`config.mk`:
```
export PLATFORM = sky130hd
export DESIGN_NAME = rand_arbiter_flat
export DESIGN_NICKNAME = d
export VERILOG_FILES = /design/src/rtl/rand_arbiter_if.sv /design/src/rtl/rand_arbiter.sv /design/src/flat_wrapper.sv
export SDC_FILE = /design/constraint.sdc
export NUM_CORES = 1
export LEC_CHECK = 0
export ABC_AREA = 1
export BUFFER_PORTS_ARGS = -buffer_cell sky130_fd_sc_hd__buf_2
export CAP_MARGIN = 20
export CORE_ASPECT_RATIO = 0.6
export CORE_MARGIN = 2
export CORE_UTILIZATION = 55
export CTS_CLUSTER_DIAMETER = 60
export DETAILED_ROUTE_END_ITERATION = 7
export PLACE_DENSITY = 0.84
export SLEW_MARGIN = 20
export SYNTH_ARGS = -nofsm -noshare
export SYNTH_HDL_FRONTEND = slang
export SYNTH_SLANG_ARGS = --single-unit
export TNS_END_PERCENT = 50
```
`constraint.sdc`:
```
create_clock -name clk -period 6.9 [get_ports clk]
set_input_delay 2.07 -clock clk [delete_from_list [all_inputs] [get_ports clk]]
set_output_delay 2.07 -clock clk [all_outputs]
set_load 0.03 [all_outputs]
```
`src/rtl/rand_arbiter_if.sv`:
```
// Request/result bundle between the requesters and the shared random-number arbiter.
interface rand_arbiter_if #(
  parameter int unsigned NUM_REQ   = 4,
  parameter int unsigned SIZE_BITS = 11
);
  logic [NUM_REQ-1:0]           req;
  logic [NUM_REQ*SIZE_BITS-1:0] req_max;
  logic                         stir;
  logic [NUM_REQ-1:0]           ack;
  logic [SIZE_BITS-1:0]         dout;
  logic                         busy;

  modport master (output req, req_max, stir, input ack, dout, busy);
  modport slave  (input req, req_max, stir, output ack, dout, busy);
endinterface

```
`src/rtl/rand_arbiter.sv`:
```
// Round-robin arbiter sharing one free-running LFSR among requesters; each grant
// returns the LFSR sample reduced into [0, req_max] by a serial restoring remainder.
module rand_arbiter #(
  parameter int unsigned NUM_REQ   = 4,
  parameter int unsigned SIZE_BITS = 11,
  parameter logic [15:0] LFSR_SEED = 16'hACE1
) (
  input  logic           clk,
  input  logic           resetN,
  rand_arbiter_if.slave  bus
);
  localparam int unsigned GW = $clog2(NUM_REQ);
  localparam int unsigned MW = SIZE_BITS + 1;
  localparam int unsigned BW = (SIZE_BITS > 1) ? $clog2(SIZE_BITS) : 1;
  localparam logic [15:0] SEED_EFF = (LFSR_SEED == 16'h0000) ? 16'h0001 : LFSR_SEED;
  localparam logic [15:0] TAPS     = 16'hB400;

  typedef enum logic {IDLE, CALC} state_t;

  state_t               r_state;
  logic [15:0]          r_lfsr;
  logic [15:0]          r_cyc_cnt;
  logic                 r_stir_d;
  logic [GW-1:0]        r_last_grant;
  logic [GW-1:0]        r_gnt;
  logic [SIZE_BITS-1:0] r_sample;
  logic [MW-1:0]        r_modv;
  logic [MW-1:0]        r_rem;
  logic [BW-1:0]        r_bitidx;
  logic [NUM_REQ-1:0]   r_ack;
  logic [SIZE_BITS-1:0] r_dout;
  logic                 r_busy;

  logic [15:0]          w_lfsr_step;
  logic [15:0]          w_lfsr_mix;
  logic [15:0]          w_lfsr_next;
  logic                 w_stir_rise;
  logic [GW-1:0]        w_idx;
  logic [GW-1:0]        w_win;
  logic [SIZE_BITS-1:0] w_max;
  logic [MW:0]          w_t;
  logic [MW-1:0]        w_rem_next;

  // Galois step; a stir rising edge folds in the cycle counter, never leaving zero.
  assign w_lfsr_step = {1'b0, r_lfsr[15:1]} ^ (r_lfsr[0] ? TAPS : 16'h0000);
  assign w_stir_rise = bus.stir & ~r_stir_d;
  assign w_lfsr_mix  = w_lfsr_step ^ r_cyc_cnt;
  assign w_lfsr_next = !w_stir_rise            ? w_lfsr_step :
                       (w_lfsr_mix == 16'h0000) ? 16'h0001    : w_lfsr_mix;

  // Scan in reverse so the first set bit after last_grant is the one that sticks.
  always_comb begin
    w_win = r_last_grant;
    w_idx = r_last_grant;
    for (int unsigned k = NUM_REQ; k >= 1; k--) begin
      w_idx = GW'((32'(r_last_grant) + k) % NUM_REQ);
      if (bus.req[w_idx]) w_win = w_idx;
    end
  end

  assign w_max      = bus.req_max[w_win*SIZE_BITS +: SIZE_BITS];
  assign w_t        = {r_rem, r_sample[r_bitidx]};
  assign w_rem_next = (w_t >= {1'b0, r_modv}) ? MW'(w_t - {1'b0, r_modv}) : MW'(w_t);

  always_ff @(posedge clk) begin
    if (!resetN) begin
      r_state      <= IDLE;
      r_lfsr       <= SEED_EFF;
      r_cyc_cnt    <= '0;
      r_stir_d     <= 1'b0;
      r_last_grant <= GW'(NUM_REQ - 1);
      r_gnt        <= '0;
      r_sample     <= '0;
      r_modv       <= '0;
      r_rem        <= '0;
      r_bitidx     <= '0;
      r_ack        <= '0;
      r_dout       <= '0;
      r_busy       <= 1'b0;
    end else begin
      r_lfsr    <= w_lfsr_next;
      r_cyc_cnt <= r_cyc_cnt + 16'd1;
      r_stir_d  <= bus.stir;
      r_ack     <= '0;
      case (r_state)
        IDLE: begin
          r_busy <= 1'b0;
          if (|bus.req) begin
            r_sample     <= r_lfsr[SIZE_BITS-1:0];
            r_modv       <= {1'b0, w_max} + MW'(1);
            r_gnt        <= w_win;
            r_last_grant <= w_win;
            r_rem        <= '0;
            r_bitidx     <= BW'(SIZE_BITS - 1);
            r_busy       <= 1'b1;
            r_state      <= CALC;
          end
        end
        CALC: begin
          r_rem    <= w_rem_next;
          r_bitidx <= r_bitidx - BW'(1);
          if (r_bitidx == '0) begin
            r_dout  <= w_rem_next[SIZE_BITS-1:0];
            r_ack   <= NUM_REQ'(1) << r_gnt;
            r_busy  <= 1'b0;
            r_state <= IDLE;
          end
        end
        default: r_state <= IDLE;
      endcase
    end
  end

  assign bus.ack  = r_ack;
  assign bus.dout = r_dout;
  assign bus.busy = r_busy;
endmodule

```
`src/flat_wrapper.sv`:
```
// flat-port wrapper written by rule: the top's interface ports become plain ports
module rand_arbiter_flat 
#(
  parameter int unsigned NUM_REQ   = 4,
  parameter int unsigned SIZE_BITS = 11,
  parameter logic [15:0] LFSR_SEED = 16'hACE1
)
  (clk, resetN, bus_req, bus_req_max, bus_stir, bus_ack, bus_dout, bus_busy);
  rand_arbiter_if #(.NUM_REQ(NUM_REQ), .SIZE_BITS(SIZE_BITS)) bus_i ();
  input  logic clk;
  input  logic resetN;
  input wire logic [$bits(bus_i.req)-1:0] bus_req;
  input wire logic [$bits(bus_i.req_max)-1:0] bus_req_max;
  input wire logic [$bits(bus_i.stir)-1:0] bus_stir;
  output wire logic [$bits(bus_i.ack)-1:0] bus_ack;
  output wire logic [$bits(bus_i.dout)-1:0] bus_dout;
  output wire logic [$bits(bus_i.busy)-1:0] bus_busy;
  assign bus_i.req = bus_req;
  assign bus_i.req_max = bus_req_max;
  assign bus_i.stir = bus_stir;
  assign bus_ack = bus_i.ack;
  assign bus_dout = bus_i.dout;
  assign bus_busy = bus_i.busy;
  rand_arbiter #(.NUM_REQ(NUM_REQ), .SIZE_BITS(SIZE_BITS), .LFSR_SEED(LFSR_SEED)) u_core (.clk(clk), .resetN(resetN), .bus(bus_i));
endmodule
```
After elaboration in Yosys (flattened, before gate mapping):

Cells that the tools add are included.

* word-level logic and storage cells: 70
* input bits: 51
* output and inout bits: 16
* register bits: 93

* muxes and demuxes: 27
* equal/unequal tests: 2
* multipliers: 1
* shifts and indexed selects: 2
* reduce and logical (&&, ||, !) cells: 6
* add/sub/neg operators: 8
* bitwise logic cells: 5
* order comparisons: 6

Operators with widths (number)
* $mux W16: 3
* $shiftx A44 B7 Y11: 1
* $mux W12: 2
* $pmux W12 S2: 1
* $add A16 B1 Y16 const B: 1
* $logic_not A16 Y1: 1
* $xor A15 B16 Y16: 1
* $xor A16 B16 Y16: 1
* $ge A13 B12 Y1: 1
* $add A11 B1 Y12 const B: 1
* $lt A2 B3 Y1 const B: 4
* $sub A12 B12 Y12: 1
* $bmux W1 S2: 4
* $mux W1: 8
* $mux W2: 4
* $pmux W4 S2: 1
* $mul A2 B4 Y6 const B: 1
* $lt A4 B5 Y1 const B: 1
* $add A2 B1 Y2 const B: 2
* $add A2 B2 Y2 const B: 2
* $bmux W1 S4: 1
* $logic_not A4 Y1: 1
* $mux W4: 1
* $pmux W1 S2: 2
* other kinds (9): 11

Depth between registers and ports, before layout:

* depth in word-level cells: 10
* gate-level depth with buffers: 23
* depth with buffers taken out: 21

Worst setup path after synthesis:

OpenSTA, ideal clock, no wires.

* kind: input to register
* start: in bus_req[3]
* end: reg u_core.r_modv[10]
* buffers on the path: 1
* cell stages on the path: 21
* data arrival time: 3.679 ns
* library setup time: 0.113 ns
* required time: 6.787 ns
* slack: 3.108 ns
* cells stage by stage: inv_1 -> nand2_1 -> nand3_1 -> nand2_1 -> inv_2 -> nand2_4 -> nand2_2 -> nand2_4 -> nand2_4 -> buf_6 -> nand2_1 -> nand3_1 -> nand2_2 -> ha_1 -> nand2_2 -> nor2_8 -> nand2_2 -> nor2_2 -> nand2_1 -> nand2_1 -> nor2_1

* cells in the longest elaborated chain, start to end: 9
* elaborated cells between the ends (all ways): 17
* those cells by class: 1 x add/sub; 1 x mul; 1 x shift; 12 x mux; 2 x reduce/logical

Ends and longest elaborated chain
* start: declaration: line flat_wrapper.sv:12 `input wire logic [$bits(bus_i.req)-1:0] bus_req;`
* $bmux W1 S2: line rand_arbiter.sv:57 `if (bus.req[w_idx]) w_win = w_idx;`
* $mux W1 (implied by the code): line rand_arbiter.sv:57
* $mux W2 (4 in a row): line rand_arbiter.sv:57
* $mul A2 B4 Y6: line rand_arbiter.sv:61 `assign w_max = bus.req_max[w_win*SIZE_BITS +: SIZE_BITS];`
* $shiftx A44 B7 Y11: line rand_arbiter.sv:61
* $add A11 B1 Y12: line rand_arbiter.sv:90 `r_modv <= {1'b0, w_max} + MW'(1);`
* end signal: assignment: line rand_arbiter.sv:90
* end: declaration: line rand_arbiter.sv:27 `logic [MW-1:0] r_modv;`

Parallel ways exist; a longest one is shown, timed or not. The select of a mux whose other input is x is not followed.
A chain may end at the register's enable or synchronous reset.

Worst setup path in the final report:

* start: in bus_req[0]
* end: reg u_core.r_modv[11]

The elaborated chain is that of the path after synthesis.

==> run summary <==
Starting density of the core - 57.0%
Num ports - 67
Htree depth - 3
Setup TNS - 0 ps
Layout area overhead - 12.9%
Clock buffer depth - 2
CP max FO - 28
Arrival time at the worst endpoint - 4470 ps
Final Instance Count excl. Fillers - 958
CP most frequent cell - nand3_1
Main combinational cell family by area after synthesis - simple AND/OR/NAND/NOR gates
Post-DRT Antenna Nets - 0
Leakage Power - 2.85 nW
Slowest-stage cell, CP - clkinv_1
Worst setup startpoint - bus_req[0]
Critical path's largest stage delay - 880 ps
Mux cell area share after synthesis - 0%
Synth Net Count - 836
F_max - 235 MHz
Setup repair after global routing missed its margin - false
Combinational power share - 54.6%
Final setup vio count - 0
Post-synthesis adder-cell area fraction - 4.19%
Post-Synth Simple-Gate Area - 31.4%
Gr usage total - 25.8%
Compound-cell area share of the yosys netlist - 14.2%
Clk root buf - clkbuf_16
Syn. warnings - 0
Cell area after synthesis - 5260 um^2
Most frequent cells in the layout - nand2_1, dfxtp_1, inv_1
Clk_lat worst skew - 350 ps
Sw Pwr - 1.23 mW
Met2 Use GR - 39.9%
Relative slew slack - 44.0%
Post-synthesis xor/xnor area fraction - 5.33%
Min cycle time layout - 4260 ps
Multi-input logic area - 2900 um^2
Post-CTS Setup Bufs - 0
Place WS - 2330 ps
Hold Vio Cnt, Final - 0
Crit start category - primary input
Critical path's top delay family - simple AND/OR/NAND/NOR gates
Number of synthesized flops with an enable pin - 0
Switch share - 47.2%
Reg2reg end - u_core.r_rem[0]$_SDFFE_PN0P_
Synthesized instance count - 768
Routed wire length - 12,800 um
Status - finished clean
Cell variety after synth - 41
Share of cells above drive strength 1 - 14.5%
DRT Pass-1 Iters - 5
# fillers - 824
Synth async-reset ratio - 0%
P_int - 1.37 mW
Grt ovf - 0
Pwr/cell area - 437 nW/um^2
CTS sink cnt - 93
Seq pwr share - 27.0%
Max VDD drop - 0.000206 V
Overall Power - 2.60 mW
Register Area - 1860 um^2
Worst R2R Setup Slack - 3130 ps
Final Core Density - 64.4%
Slew @ Worst Pin - 838 ps
RD Place Congestion - 0.887
GRT met1 Usage - 36.7%
Max-cap viol count - 0
Worst path depth - 9
Placed cell areas - 5650 um^2
Core Area - 9220 um^2
Die ar. - 10,400 um^2
# DRC - 0
Grt peak-use layer - met2
Worst reg2reg path startpoint - u_core.r_bitidx[0]$_SDFFE_PN0P_
Cts bufs inserted - 9
Die height - 79.7 um
Register-to-Register Path Depth - 15
Worst setup path category - in2reg
Crit path required time - 7120 ps
Crit share post-route - 61.7%
Die width - 130 um
Sequential area share after synthesis - 35.4%
Row cnt - 27
Avg Cell Area, Syn - 6.85 um^2
Average wire per standard cell - 13.4 um
Final Cell Area - 5940 um^2
Commonest non-fill, non-tap cell in the layout - nand2_1
Hold WC Path Type - reg2reg
Clock Skew - 8.65 ps
Worst Setup Slack, final - 2640 ps
Placed cell count - 942
Drt initial violations - 458
Pin count of the biggest net entering global routing - 48
Hold WS - 452 ps
Crit-path cells - buf_2, nor2_1, nand3_1, nand2_1, clkinv_1, nand3_1, inv_1, nand4_1, a21oi_1
Nets - 891
Worst Setup EP - u_core.r_modv[11]$_SDFFE_PN0P_
Flop and latch count out of synthesis - 93
CTS tree - built
Antenna Cells - 0
Buffers & Inverters on Critical Path - 3
Drt via density - 5.27
Vias - 5,050
First-pass GRT wire length - 21,300 um
Post-CTS sizing - 0
Worst-path clk slew - 70 ps
Placed wire-length estimate - 9320 um
Crit path capture type - flop
Vias in the first global route - 4,611
Clock power frac - 18.4%
# port buffers - 66
GRT met3 Usage - 5.23%
Slew Viols, Final - 0
Hold_buf cts - 0
Initial antenna violation count - 0
Ys flop type - dfxtp_1
## cell families (layout without fill, tap and decap cells)
group | count (synthesis) | count (layout)
XOR/XNOR | 32 | 32
adder cells (fa/ha/maj) | 17 | 17
AO/OA/AOI/OAI | 138 | 138
buffers and inverters | 125 | 185
flip-flops | 93 | 93
AND/OR/NAND/NOR | 363 | 363
## power by group through the flow
stage                     combinational [mW]  sequential (mW)  clock [mW]
after global routing                    1.58            0.712       0.509
after floorplan                         1.09            0.719           0
after CTS                               1.39            0.700       0.484
after detailed placement                1.38            0.712           0
final                                   1.42            0.702       0.477
after global placement                  1.35            0.708           0
## flip-flops by register name, indices dropped and copies added, names as in the netlist
name,cells
u_core.bus.ack,4
u_core.bus.busy,1
u_core.bus.dout,11
u_core.r_bitidx,4
u_core.r_cyc_cnt,16
u_core.r_gnt,2
u_core.r_last_grant,2
u_core.r_lfsr,16
u_core.r_modv,12
u_core.r_rem,12
u_core.r_sample,11
u_core.r_state,1
u_core.r_stir_d,1
## area by class of cell
class / count / share of cell area, %
Sequential cell: 93 / 31.3
Clock inverter: 6 / 0.948
Inverter: 100 / 6.40
Timing Repair Buffer: 69 / 5.94
Tap cell: 130 / 2.74
Clock buffer: 10 / 3.86
Multi-Input combinational cell: 550 / 48.8
## Yosys cell counts, types with 10 or more instances
cell        n  area [um^2]
nand2_1   168          631
dfxtp_1    93         1860
inv_1      90          338
nor2_1     83          312
o21ai_0    62          310
a21oi_1    50          250
nand3_1    48          240
xor2_1     22          193
clkbuf_1   18         67.6
ha_1       16          200
nand3b_1   14          105
nor3_1     13         65.1
nand2_2    11         68.8
xnor2_1    10         87.6
## metal layers
metal,up-vias,wire (um)
met3,11,867
met4,0,104
li1,2590,-
met2,177,5370
met1,2272,6500
met5,-,0
## how the worst min path moves through the flow
stage	start	to	slack, ps	depth (start not counted)
global route	u_core.bus.dout[7]$_SDFFE_PN0P_	u_core.bus.dout[7]$_SDFFE_PN0P_	470	2
floorplan	u_core.r_cyc_cnt[0]$_SDFF_PN0_	u_core.r_cyc_cnt[0]$_SDFF_PN0_	440	1
CTS	u_core.bus.dout[2]$_SDFFE_PN0P_	u_core.bus.dout[2]$_SDFFE_PN0P_	460	2
finish	u_core.bus.dout[4]$_SDFFE_PN0P_	u_core.bus.dout[4]$_SDFFE_PN0P_	450	2
global placement	u_core.bus.dout[6]$_SDFFE_PN0P_	u_core.bus.dout[6]$_SDFFE_PN0P_	430	2
detailed placement	u_core.bus.dout[2]$_SDFFE_PN0P_	u_core.bus.dout[2]$_SDFFE_PN0P_	440	2
## worst reg2reg max path, cell delays in order (launching register included)
cell and delay [ps]:
dfxtp_1 430, clkinv_1 300, o21ai_0 250, o22ai_1 130
nand3_1 100, nand2_1 70, a31oi_1 240, ha_1 240
inv_1 90, a21oi_1 270, nand3b_1 170, nand3_1 410
inv_1 390, o21ai_0 210, or2_2 310, a21oi_1 110
(Power assumes the default switching activity.)
